### src/rtl/mac_dot_accumulator_pkg.sv
// mac_pkg: shared widths, FSM state encoding and helpers for the
// mac_dot_accumulator slice.
//   DATA_W  - operand width (signed 8-bit)
//   PROD_W  - product width (signed 16-bit)
//   ACC_W   - accumulator width (signed 24-bit, wraps modulo 2^24)
//   state_t - sequencing FSM states
package mac_pkg;

  localparam int DATA_W = 8;
  localparam int PROD_W = 16;
  localparam int ACC_W  = 24;

  typedef enum logic [1:0] {
    IDLE  = 2'd0,
    ACCUM = 2'd1,
    DRAIN = 2'd2,
    HOLD  = 2'd3
  } state_t;

  // Sign-extend a registered product to accumulator width.
  function automatic logic [ACC_W-1:0] sext_prod(input logic [PROD_W-1:0] p);
    return {{(ACC_W-PROD_W){p[PROD_W-1]}}, p};
  endfunction

endpackage

### src/rtl/mac_dot_accumulator_acc_adder_24.sv
// Adder_8bit: 8-bit adder slice with carry in/out.
//   a, b  - addends
//   cin   - carry in
//   sum   - 8-bit sum
//   cout  - carry out
module Adder_8bit (
  input  logic [7:0] a,
  input  logic [7:0] b,
  input  logic       cin,
  output logic [7:0] sum,
  output logic       cout
);

  // Single slice sum; the carry chain is formed by the parent.
  always_comb begin
    {cout, sum} = {1'b0, a} + {1'b0, b} + {8'd0, cin};
  end

endmodule

// acc_adder_24: 24-bit adder from three chained 8-bit slices.
//   a, b     - 24-bit addends
//   sum      - 24-bit sum (modulo 2^24)
//   top_cin  - carry into the top slice's MSB position is not visible
//              directly, so the carry into bit 23 is rebuilt below
//   top_cout - carry out of bit 23
// top_cin ^ top_cout flags signed overflow of the 24-bit addition.
module acc_adder_24
  import mac_pkg::*;
(
  input  logic [ACC_W-1:0] a,
  input  logic [ACC_W-1:0] b,
  output logic [ACC_W-1:0] sum,
  output logic             top_cin,
  output logic             top_cout
);

  logic c0_s;
  logic c1_s;

  Adder_8bit u_lo (
    .a    (a[7:0]),
    .b    (b[7:0]),
    .cin  (1'b0),
    .sum  (sum[7:0]),
    .cout (c0_s)
  );

  Adder_8bit u_mid (
    .a    (a[15:8]),
    .b    (b[15:8]),
    .cin  (c0_s),
    .sum  (sum[15:8]),
    .cout (c1_s)
  );

  Adder_8bit u_hi (
    .a    (a[23:16]),
    .b    (b[23:16]),
    .cin  (c1_s),
    .sum  (sum[23:16]),
    .cout (top_cout)
  );

  // Carry into the sign bit: sum bit = a ^ b ^ carry_in at that position.
  always_comb begin
    top_cin = sum[ACC_W-1] ^ a[ACC_W-1] ^ b[ACC_W-1];
  end

endmodule

### src/rtl/mac_dot_accumulator.sv
// mac_dot_accumulator: streams signed 8-bit operand pairs, multiplies
// each pair and sums VEC_LEN products into a 24-bit accumulator, then
// presents the dot product on a valid/ready port.
//   clk, rst      - clock, asynchronous active-high reset
//   in_valid/in_ready, in_a, in_b - operand pair handshake
//   out_valid/out_ready, out_sum   - result handshake (modulo 2^24)
//   out_overflow  - sticky signed 24-bit overflow for this vector
module mac_dot_accumulator
  import mac_pkg::*;
#(
  parameter int unsigned VEC_LEN = 4
) (
  input  logic              clk,
  input  logic              rst,
  input  logic              in_valid,
  output logic              in_ready,
  input  logic [DATA_W-1:0] in_a,
  input  logic [DATA_W-1:0] in_b,
  output logic              out_valid,
  input  logic              out_ready,
  output logic [ACC_W-1:0]  out_sum,
  output logic              out_overflow
);

  localparam logic [9:0] LAST_CNT = 10'(VEC_LEN);

  state_t             state_r;
  state_t             next_state_s;
  logic [9:0]         count_r;
  logic [PROD_W-1:0]  prod_r;
  logic               prod_vld_r;
  logic [ACC_W-1:0]   acc_r;
  logic               ovf_r;
  logic               in_ready_r;
  logic               out_valid_r;

  logic               accept_s;
  logic               result_taken_s;
  logic               last_pair_s;
  logic [PROD_W-1:0]  a_ext_s;
  logic [PROD_W-1:0]  b_ext_s;
  logic [PROD_W-1:0]  prod_s;
  logic [ACC_W-1:0]   add_sum_s;
  logic               top_cin_s;
  logic               top_cout_s;

  // Handshake qualifiers and the signed product of the presented pair.
  always_comb begin
    accept_s       = in_valid && in_ready_r;
    result_taken_s = out_valid_r && out_ready;
    last_pair_s    = (count_r + 10'd1) == LAST_CNT;
    a_ext_s        = {{(PROD_W-DATA_W){in_a[DATA_W-1]}}, in_a};
    b_ext_s        = {{(PROD_W-DATA_W){in_b[DATA_W-1]}}, in_b};
    // Low 16 bits of the sign-extended product equal the exact signed product.
    prod_s         = a_ext_s * b_ext_s;
  end

  acc_adder_24 u_acc_adder (
    .a        (acc_r),
    .b        (sext_prod(prod_r)),
    .sum      (add_sum_s),
    .top_cin  (top_cin_s),
    .top_cout (top_cout_s)
  );

  // Next-state logic for the vector sequencing FSM.
  always_comb begin
    next_state_s = state_r;
    case (state_r)
      IDLE: begin
        if (accept_s) begin
          next_state_s = last_pair_s ? DRAIN : ACCUM;
        end else begin
          next_state_s = IDLE;
        end
      end
      ACCUM: begin
        if (accept_s && last_pair_s) begin
          next_state_s = DRAIN;
        end else begin
          next_state_s = ACCUM;
        end
      end
      DRAIN: begin
        next_state_s = HOLD;
      end
      HOLD: begin
        if (result_taken_s) begin
          next_state_s = IDLE;
        end else begin
          next_state_s = HOLD;
        end
      end
      default: begin
        next_state_s = IDLE;
      end
    endcase
  end

  // FSM state plus handshake flags registered from the next state.
  always_ff @(posedge clk or posedge rst) begin
    if (rst) begin
      state_r     <= IDLE;
      in_ready_r  <= 1'b1;
      out_valid_r <= 1'b0;
    end else begin
      state_r     <= next_state_s;
      in_ready_r  <= (next_state_s == IDLE) || (next_state_s == ACCUM);
      out_valid_r <= (next_state_s == HOLD);
    end
  end

  // Accepted-pair counter, cleared when the result is taken.
  always_ff @(posedge clk or posedge rst) begin
    if (rst) begin
      count_r <= 10'd0;
    end else if (result_taken_s) begin
      count_r <= 10'd0;
    end else if (accept_s) begin
      count_r <= count_r + 10'd1;
    end else begin
      count_r <= count_r;
    end
  end

  // Stage 1: register the product of each accepted pair.
  always_ff @(posedge clk or posedge rst) begin
    if (rst) begin
      prod_r     <= {PROD_W{1'b0}};
      prod_vld_r <= 1'b0;
    end else begin
      prod_vld_r <= accept_s;
      if (accept_s) begin
        prod_r <= prod_s;
      end else begin
        prod_r <= prod_r;
      end
    end
  end

  // Stage 2: accumulate pending product and track sticky signed overflow.
  always_ff @(posedge clk or posedge rst) begin
    if (rst) begin
      acc_r <= {ACC_W{1'b0}};
      ovf_r <= 1'b0;
    end else if (result_taken_s) begin
      acc_r <= {ACC_W{1'b0}};
      ovf_r <= 1'b0;
    end else if (prod_vld_r) begin
      acc_r <= add_sum_s;
      // Carry into and out of the sign bit differ exactly on signed overflow.
      ovf_r <= ovf_r | (top_cin_s ^ top_cout_s);
    end else begin
      acc_r <= acc_r;
      ovf_r <= ovf_r;
    end
  end

  assign in_ready     = in_ready_r;
  assign out_valid    = out_valid_r;
  assign out_sum      = acc_r;
  assign out_overflow = ovf_r;

endmodule

### config.mk
export PLATFORM = sky130hd
export DESIGN_NAME = mac_dot_accumulator
export DESIGN_NICKNAME = d
export VERILOG_FILES = /design/src/rtl/mac_dot_accumulator_pkg.sv /design/src/rtl/mac_dot_accumulator_acc_adder_24.sv /design/src/rtl/mac_dot_accumulator.sv
export SDC_FILE = /design/constraint.sdc
export NUM_CORES = 1
export LEC_CHECK = 0
export ABC_AREA = 1
export CELL_PAD_IN_SITES_DETAIL_PLACEMENT = 1
export CELL_PAD_IN_SITES_GLOBAL_PLACEMENT = 2
export CORE_MARGIN = 10
export CORE_UTILIZATION = 35
export DETAILED_ROUTE_END_ITERATION = 12
export GPL_ROUTABILITY_DRIVEN = 0
export HOLD_SLACK_MARGIN = 0.15
export PLACE_DENSITY = 0.94
export SLEW_MARGIN = 30
export SYNTH_ARGS = -nofsm -noshare
export SYNTH_HDL_FRONTEND = slang
export SYNTH_HIERARCHICAL = 1
export SYNTH_SLANG_ARGS = --single-unit
### constraint.sdc
create_clock -name clk -period 4.8 [get_ports clk]
set_input_delay 1.44 -clock clk [delete_from_list [all_inputs] [get_ports clk]]
set_output_delay 1.44 -clock clk [all_outputs]
set_load 0.01 [all_outputs]
==> results.toml <==
[setup_path]
crit_path_start = "in_b[4]"
rr_endpoint = "out_overflow"
endpoint = "prod_r[15]"
required_ns = 4.99
startpoint_type = "input port"
r2r_start = "out_sum[0]"
ff2ff_setup_slack_ns = 0.34
crit_type = "in -> reg"
timing.critical_path.to_type = "flop"
reg2regPathDepth = 27
cp.arrival_ns = 4.97
cp_max_fo = 4

[pwr]
powerDensity_mw_per_mm2 = 747.7
ir_worst_vdd_mv = 0.3556
p_leak_uw = 0.004393
power_uw = 6003

[finish]
antenna-diode-count = 0
post-route-cell-area_mm2 = 0.008029
nets = 1096
syn_to_final_growth_pct = 26.19
drive_gt1_share_pct = 22.59

[synthesis]
avgSynthCellArea_um2 = 7.296
synth_nets = 1004
synth.largest_area_cell = "dfrtp_1"
yosysTopAreaCellShare_pct = 21.63
synth_top_flop_cell = "dfrtp_1"
synth.most_common_cell = "nand2_1"
ys_ff_latch = 56
yosys_warnings = 6
ys_types = 35
synth-edff-count = 0
synthTopCellsByArea = "dfrtp_1, fa_1, nand2_1"
yosysSeqAreaShare_pct = 22.05
async_flop_share_pct = 100.0
netlist_instances = 872
syn_area_mm2 = 0.006362
synth_common_cells = "nand2_1, inv_1, fa_1, dfrtp_1, ha_1"

[clocking]
hold_buffers = 0
htreeDepth = 2
clock_latency_ns = 0.31
cts_sinks = 56
cts_tree = "built"
clk_pin_slew_ns = 0.07
cts_root_buffer = "clkbuf_16"
cts.path.max_buffers = 2
numCtsBuffers = 5

[floorplan]
initial_core_util_pct = 35.54
core_mm2 = 0.01790
row_count = 49
io_pins = 47
dieArea_mm2 = 0.02397
fp.dieH_um = 154.8
die_w_um = 154.8

[global_routing]
grt_pass1_wl_mm = 28.75
grt_use_total_pct = 14.16
antenna_found_initial = 0
grt_max_degree = 50
grt_pass1_vias = 6126
overflow = 0

[sta]
relSlewSlack_pct = 49.00
timing.final.crit_period_ns = 4.776
worst_pin_slew_ns = 0.7639
finalCritPeriodShare_pct = 99.50
drv_slew = 0
finalWorstSetupSlack_ns = 0.02395
fmax_mhz = 209.4
finalHoldViolCount = 0
setup_viol = 0
grt_setup_unrepaired = "true"
setup_tns_ns = 0
skew_ns = 0.01195

[route]
dr.pass1.iters = 4
drc = 0
vias = 5570
post_drt_wl_per_cell_um = 14.03
routed_wl_mm = 16.75
routed_via_density = 4.665
drtAntennaViolNets = 0
first_iter_violations = 89

[placement]
portBuffers = 46
dp_slack_ns = -0.9416
dp_hpwl_mm = 13.76
place_area_mm2 = 0.007577

[status]
status = "finished clean"

[worst_hold_path]
hp-class = "reg -> reg"

[run]
maxCapViolations = 0
worst min path at each step:
stage	from	end	slack, ns	depth (start not counted)
floorplan	prod_r[2]	prod_r[2]	0.45	2
global placement	prod_r[6]	prod_r[6]	0.47	2
detailed placement	prod_r[6]	prod_r[6]	0.48	2
CTS	prod_r[6]	prod_r[6]	0.50	2
global route	prod_r[7]	prod_r[7]	0.55	1
finish	prod_r[6]	prod_r[6]	0.49	2
cells in the final DEF, fill, tap and decap left out, types with 9 or more instances in the layout:
master	count
nand2_1	215
inv_1	182
buf_4	62
dfrtp_1	55
fa_1	51
ha_1	41
a21oi_1	38
nand3_1	37
o21ai_0	33
clkdlybuf4s50_1	30
nand2_2	26
inv_2	26
nor2_1	24
nor2_2	13
fa_2	10
ha_4	10
buf_6	10
xnor2_1	9
or2_4	9
flip-flops by register name (all words and copies together) (netlist names):
signal	flops
prod_vld_r	1
prod_r	16
count_r	10
out_valid	1
state_r	2
out_sum	24
in_ready	1
out_overflow	1
metrics by stage:
step           util (%)  hold slack, ns  cells
2_1_floorplan         -          0.4528    872
3_3_place_gp      42.33          0.4701   1176
3_5_place_dp      42.33          0.4768   1176
4_1_cts           43.69          0.4952   1188
5_1_grt           44.85          0.5525   1194
6_report          44.85          0.4917   1194
critical path, cell delays in order:
cell and delay, ns:
buf_8 0.10, buf_6 0.12, nand2_2 0.06, inv_2 0.03, fa_2 0.61, inv_4 0.07, fa_1 0.48, inv_1 0.05
fa_1 0.49, inv_2 0.04, fa_2 0.53, inv_2 0.04, ha_4 0.30, nand2_4 0.07, nor2_4 0.12, nand3_2 0.11
nand3_2 0.09, nand3_1 0.08, nand3_1 0.08, nand2_1 0.06
logic make-up after synthesis:
logic type / share of synthesized area (%)
AOI/OAI and AO/OA: 7.945
adders and majority gates: 29.22
DFF: 22.05
muxes: 0.1770
xor gates and xnor gates: 1.927
and+or+nand+nor: 24.48
buffers and inverters: 14.14
other: 0.05894
layout make-up:
class	count	area (um^2)
fillers	2226	9873
well taps	229	286.5
inverters	213	814.5
multi-input cells	577	4433
clock buffers	5	125.1
repair buffers	111	943.4
clock inverters	3	23.77
flip-flops and latches	56	1403
layer usage:
layer | vias up | track usage, % | part of all wire (%)
met1 | 2712 | 16.61 | 43
met2 | 50 | 26.83 | 54
met3 | 15 | 1.276 | 1.9
met5 | - | 0 | 0
met4 | 0 | 3.509 | 1.5
li1 | 2793 | - | -
report_power, final:
| group | switching (uW) | leakage [uW] | internal [uW] |
|---|---|---|---|
| logic | 2500 | 0.00365 | 2190 |
| clock network | 186 | 0.0000660 | 195 |
| registers | 233 | 0.000673 | 706 |
| total | 2920 | 0.00439 | 3090 |
repair_timing:
| item | 4_1_cts | 5_1_grt |
|---|---|---|
| pin swaps | 25 | 34 |
| setup endpoints to repair | 10 | 12 |
| buffers inserted | 4 | 6 |
| resized for setup | 88 | 74 |
Power figures use the tool's default switching activity.
